### config.mk
export PLATFORM = sky130hd
export DESIGN_NAME = tmds_dec
export DESIGN_NICKNAME = d
export VERILOG_FILES = /design/src/rtl/tmds_dec.sv
export SDC_FILE = /design/constraint.sdc
export NUM_CORES = 1
export LEC_CHECK = 0
export BUFFER_PORTS_ARGS = -buffer_cell sky130_fd_sc_hd__buf_2
export CAP_MARGIN = 20
export CORE_MARGIN = 8
export CORE_UTILIZATION = 30
export CTS_BUF_LIST = sky130_fd_sc_hd__clkbuf_2
export CTS_CLUSTER_DIAMETER = 150
export CTS_CLUSTER_SIZE = 24
export DETAILED_ROUTE_END_ITERATION = 10
export PLACE_DENSITY = 0.54
export SKIP_LAST_GASP = 1
export SLEW_MARGIN = 30
export SYNTH_ARGS = -nofsm -noshare
export SYNTH_HDL_FRONTEND = slang
export SYNTH_SLANG_ARGS = --single-unit
### constraint.sdc
create_clock -name clk_i -period 1.95 [get_ports clk_i]
set_input_delay 0.0975 -clock clk_i [delete_from_list [all_inputs] [get_ports clk_i]]
set_output_delay 0.0975 -clock clk_i [all_outputs]
set_load 0.05 [all_outputs]
### src/rtl/tmds_dec.sv
// rtl/tmds_dec.sv - single-lane TMDS decoder with control-token word alignment (optional stats: TMDS_DEC_STAT_EN)
module tmds_dec #(
    parameter int CTRL_RUN       = 8,
    parameter int SEARCH_TIMEOUT = 4096,
    parameter int SLIP_WAIT      = 16,
    parameter int LOSS_TIMEOUT   = 4096
) (
    input  logic       clk_i,
    input  logic       rst_i,
    input  logic [9:0] tmds_d_i,
    output logic       bitslip_o,
    output logic       locked_o,
    output logic       de_o,
    output logic [1:0] ctrl_o,
    output logic [7:0] data_o
`ifdef TMDS_DEC_STAT_EN
    ,
    output logic [7:0] slip_cnt_o,
    output logic [7:0] loss_cnt_o
`endif
);

    localparam int RW = $clog2(CTRL_RUN + 1);

    typedef enum logic [1:0] {SEARCH, SLIP, WAIT, LOCKED} state_t;

    state_t        state, state_n;
    logic [RW-1:0] run_cnt, run_cnt_n;
    logic [15:0]   tmr, tmr_n;
    logic          is_tok;
    logic [1:0]    tok_ctrl;
    logic [7:0]    v;
    logic [7:0]    dec;

    always_comb begin
        is_tok   = 1'b1;
        tok_ctrl = 2'b00;
        case (tmds_d_i)
            10'h354: tok_ctrl = 2'b00;
            10'h0AB: tok_ctrl = 2'b01;
            10'h154: tok_ctrl = 2'b10;
            10'h2AB: tok_ctrl = 2'b11;
            default: is_tok   = 1'b0;
        endcase
    end

    // Undo the transmit-side XOR/XNOR chain after optional inversion.
    always_comb begin
        v      = tmds_d_i[9] ? ~tmds_d_i[7:0] : tmds_d_i[7:0];
        dec    = 8'h00;
        dec[0] = v[0];
        for (int i = 1; i < 8; i++) begin
            dec[i] = tmds_d_i[8] ? (v[i] ^ v[i-1]) : ~(v[i] ^ v[i-1]);
        end
    end

    always_comb begin
        state_n   = state;
        run_cnt_n = run_cnt;
        tmr_n     = tmr + 16'd1;
        case (state)
            SEARCH: begin
                if (is_tok) begin
                    run_cnt_n = run_cnt + 1'b1;
                    if (run_cnt == RW'(CTRL_RUN - 1)) state_n = LOCKED;
                end else begin
                    run_cnt_n = '0;
                end
                if (state_n == SEARCH && tmr == 16'(SEARCH_TIMEOUT - 1)) state_n = SLIP;
            end
            SLIP: state_n = WAIT;
            WAIT: begin
                if (tmr == 16'(SLIP_WAIT - 1)) state_n = SEARCH;
            end
            LOCKED: begin
                if (is_tok) tmr_n = '0;
                else if (tmr == 16'(LOSS_TIMEOUT - 1)) state_n = SEARCH;
            end
            default: state_n = SEARCH;
        endcase
        if (state_n != state) tmr_n = '0;
        if (state_n != SEARCH) run_cnt_n = '0;
    end

    always_ff @(posedge clk_i) begin
        if (rst_i) begin
            state     <= SEARCH;
            run_cnt   <= '0;
            tmr       <= '0;
            bitslip_o <= 1'b0;
            locked_o  <= 1'b0;
            de_o      <= 1'b0;
            ctrl_o    <= 2'b00;
            data_o    <= 8'h00;
        end else begin
            state     <= state_n;
            run_cnt   <= run_cnt_n;
            tmr       <= tmr_n;
            bitslip_o <= (state_n == SLIP);
            locked_o  <= (state_n == LOCKED);
            // Decode follows next-state so the locking token is the first valid output.
            if (state_n == LOCKED) begin
                if (is_tok) begin
                    de_o   <= 1'b0;
                    ctrl_o <= tok_ctrl;
                    data_o <= 8'h00;
                end else begin
                    de_o   <= 1'b1;
                    data_o <= dec;
                end
            end else begin
                de_o   <= 1'b0;
                ctrl_o <= 2'b00;
                data_o <= 8'h00;
            end
        end
    end

`ifdef TMDS_DEC_STAT_EN
    always_ff @(posedge clk_i) begin
        if (rst_i) begin
            slip_cnt_o <= 8'h00;
            loss_cnt_o <= 8'h00;
        end else begin
            if (state_n == SLIP && state != SLIP && slip_cnt_o != 8'hFF)
                slip_cnt_o <= slip_cnt_o + 8'd1;
            if (state == LOCKED && state_n == SEARCH && loss_cnt_o != 8'hFF)
                loss_cnt_o <= loss_cnt_o + 8'd1;
        end
    end
`endif

endmodule

==> flow_summary.json <==
{
  "status": "completed",
  "final_cell_count_no_fill": 305,
  "synth-seq-cells": 35,
  "min_path_type": "in -> reg",
  "drt_iter0_markers": 45,
  "synth_cell_types": 45,
  "clock_skew_ns": 0.0186,
  "p_leak_nw": 0.831,
  "cp-start-kind": "register",
  "io_pins": 25,
  "reg2reg_slack_ns": 0.11,
  "pwr-share-seq": 0.629,
  "io_buffers": 24,
  "cts_buffers": 5,
  "cts_max_level": 2,
  "critPathKind": "reg -> reg",
  "n_antenna_cell": 0,
  "grt_pass1_vias": 1442,
  "synth_edf_count": 0,
  "period_share": 0.945,
  "synth.area.mux_share": 0.0103,
  "grt_usage": 0.0918,
  "fin_ws_ns": 0.106,
  "initial_utilization": 0.307,
  "core_sq_um": 6310,
  "nets": 241,
  "worstPathRequired_ns": 2.24,
  "synth_warnings": 0,
  "clock.fmax_mhz": 542,
  "grt_start_max_net_pins": 23,
  "finalHoldViolations": 0,
  "syn_area_sq_um": 1940,
  "drv_slew": 0,
  "num_rows": 29,
  "cts_tree": "done",
  "die_w_microns": 96.4,
  "clkSlewWorstSetupHoldPaths_ns": 0.18,
  "max_cap_violations": 0,
  "final_cell_area_sq_um": 2260,
  "dpl.cell_count": 295,
  "hold_start": "tmds_d_i[2]",
  "post-cts-setup-buffers": 0,
  "dp_hpwl_microns": 3030,
  "dp_slack_ns": 0.00748,
  "ant_nets": 0,
  "route.vias.total": 1475,
  "ir_worst_vdd_mv": 0.173,
  "die_h_microns": 96.4,
  "arrival_ns": 2.14,
  "grt_overflow": 0,
  "yosys.area_share.adder": 0.0129,
  "via_per_inst": 4.84,
  "dieArea_sq_um": 9280,
  "p_comb_frac": 0.094,
  "drtPass1Iterations": 4,
  "period_minus_slack_ns": 1.84,
  "post-route-util": 0.358,
  "gr-usage-met2": 0.145,
  "met1_usage": 0.113,
  "synth_compound_area_frac": 0.207,
  "worst_pin_slew_ns": 0.548,
  "finalSetupTns_ns": 0,
  "rsz0062_at_grt": "true",
  "clock_path_buffers": 2,
  "relSlewSlack": 0.632,
  "synthXorXnorAreaFrac": 0.122,
  "drcViolationCount": 0,
  "met3_usage": 0.0312,
  "antenna_found_initial": 0,
  "clockRootBuffer": "clkbuf_2",
  "grt_pass1_wl_microns": 6760,
  "yosys.area_share.simple": 0.242,
  "clk_latency_ns": 0.37,
  "synthArstFlopShare": 0,
  "gp_congestion": 0.752,
  "cp_max_fo": 16,
  "dpl_cell_area_sq_um": 2190,
  "p_sw_mw": 0.296,
  "finalPower_mw": 1.15,
  "ys_seq_area_frac": 0.362,
  "ys.flop_type": "dfxtp_1",
  "power.share.switching": 0.257,
  "synth_area_per_cell_sq_um": 9.98,
  "p_clk_frac": 0.277,
  "intPower_mw": 0.858,
  "whs_ns": 0.0763,
  "critPathLaunch": "tmr[0]$_SDFF_PP0_",
  "setup_violations": 0,
  "clock-sinks": 35,
  "power_density_nw_per_um2": 510,
  "syn_nets": 208,
  "busiest_layer": "met2",
  "r2r_start": "tmr[0]$_SDFF_PP0_",
  "drive_gt1_frac": 0.329,
  "drt-total-wl_microns": 4060,
  "synthCells": 194,
  "worstSetupEndpointType": "register",
  "synth_top_family_by_area": "simple AND/OR/NAND/NOR gates",
  "synthToLayoutAreaGrowth_pct": 16.8,
  "wl_per_cell_microns": 13.3
}
-- power by group through the flow --
stage | logic, mW | clock network, mW | registers (mW)
floorplan | 0.0694 | 0 | 0.740
global placement | 0.106 | 0 | 0.740
detailed placement | 0.106 | 0 | 0.741
CTS | 0.109 | 0.341 | 0.726
global route | 0.120 | 0.365 | 0.728
finish | 0.109 | 0.320 | 0.726
-- what timing repair did --
action | in CTS | in global routing
hold buffers | 2 | 0
resized for setup | 1 | 2
endpoints found under the setup margin | 1 | 18
pin swaps | 0 | 2
endpoints found under the hold margin | 2 | 0
-- critical path: stages (launching register included) --
cell and delay (ns):
dfxtp_1 0.35, ha_1 0.20, nand3_1 0.17, nor4_4 0.07, and2_4 0.19, or3_1 0.39, buf_12 0.17, a211oi_1 0.24
-- cell usage in the layout, fill, tap and decap left out, types with 3 or more instances in the layout --
cell type | Yosys | layout
nand3_1 | 7 | 7
nand3_2 | 3 | 3
a211oi_1 | 9 | 9
xor2_1 | 13 | 13
nor3_2 | 4 | 4
buf_2 | 1 | 24
inv_1 | 4 | 4
dfxtp_1 | 35 | 34
xnor2_1 | 14 | 14
buf_4 | 3 | 6
nor2b_1 | 4 | 4
clkbuf_2 | 0 | 6
buf_12 | 0 | 3
and3_1 | 5 | 5
nand4_1 | 8 | 8
nor2_1 | 6 | 6
a21oi_1 | 7 | 7
a211oi_2 | 14 | 14
nand2_1 | 18 | 18
-- layer usage --
metal | routed length (microns) | share of wire
met5 | 0 | 0
met1 | 1990 | 0.49
met3 | 254 | 0.063
met2 | 1760 | 0.43
met4 | 47 | 0.012
-- logic make-up (layout without fill, tap and decap cells) --
family | count (synthesis) | after routing
AND/OR/NAND/NOR | 73 | 73
adder cells (fa/ha/maj) | 2 | 2
flip-flops | 35 | 35
buffers and inverters | 13 | 47
XOR/XNOR | 27 | 27
multiplexers | 2 | 2
AO/OA/AOI/OAI | 42 | 42
-- state kept, by name (all words and copies together) (netlist names) --
| name | cells |
|---|---|
| ctrl_o | 2 |
| state | 2 |
| tmr | 16 |
| run_cnt | 4 |
| locked_o | 1 |
| data_o | 8 |
| bitslip_o | 1 |
| de_o | 1 |
-- cells in the mapped netlist, drive strengths merged, types with 2 or more instances --
cell type	n	area share
a21oi	8	0.023
nand2	18	0.035
nor4	4	0.024
mux2i	2	0.010
nand3	10	0.034
xnor2	14	0.063
inv	4	0.0077
nor4b	2	0.020
nor2b	4	0.013
o21ai	3	0.016
nand4	8	0.026
buf	7	0.032
nand3b	2	0.0077
and3	5	0.016
clkbuf	2	0.0039
nor2	8	0.018
ha	2	0.013
and2	3	0.011
dfxtp	35	0.36
a211oi	23	0.13
and3b	2	0.0090
nor3	6	0.026
xor2	13	0.059
-- cell type report --
type                       instances  area (sq um)
timing repair buffer              35           245
sequential                        35           702
fill                             670          4050
multi-input combinational        146          1170
tap                               77          96.3
clock inverter                     2          7.51
inverter                           4          15.0
clock buffer                       6          30.0
-- worst paths after layout --
kind	cells after the start	endpoint
worst min register to register	2	ctrl_o[0]$_SDFFE_PP0N_
worst max register to register	7	tmr[13]$_SDFF_PP0_
worst min-delay path	4	data_o[2]$_SDFF_PP0_
worst max-delay path	7	tmr[13]$_SDFF_PP0_
(Power assumes the default switching activity.)
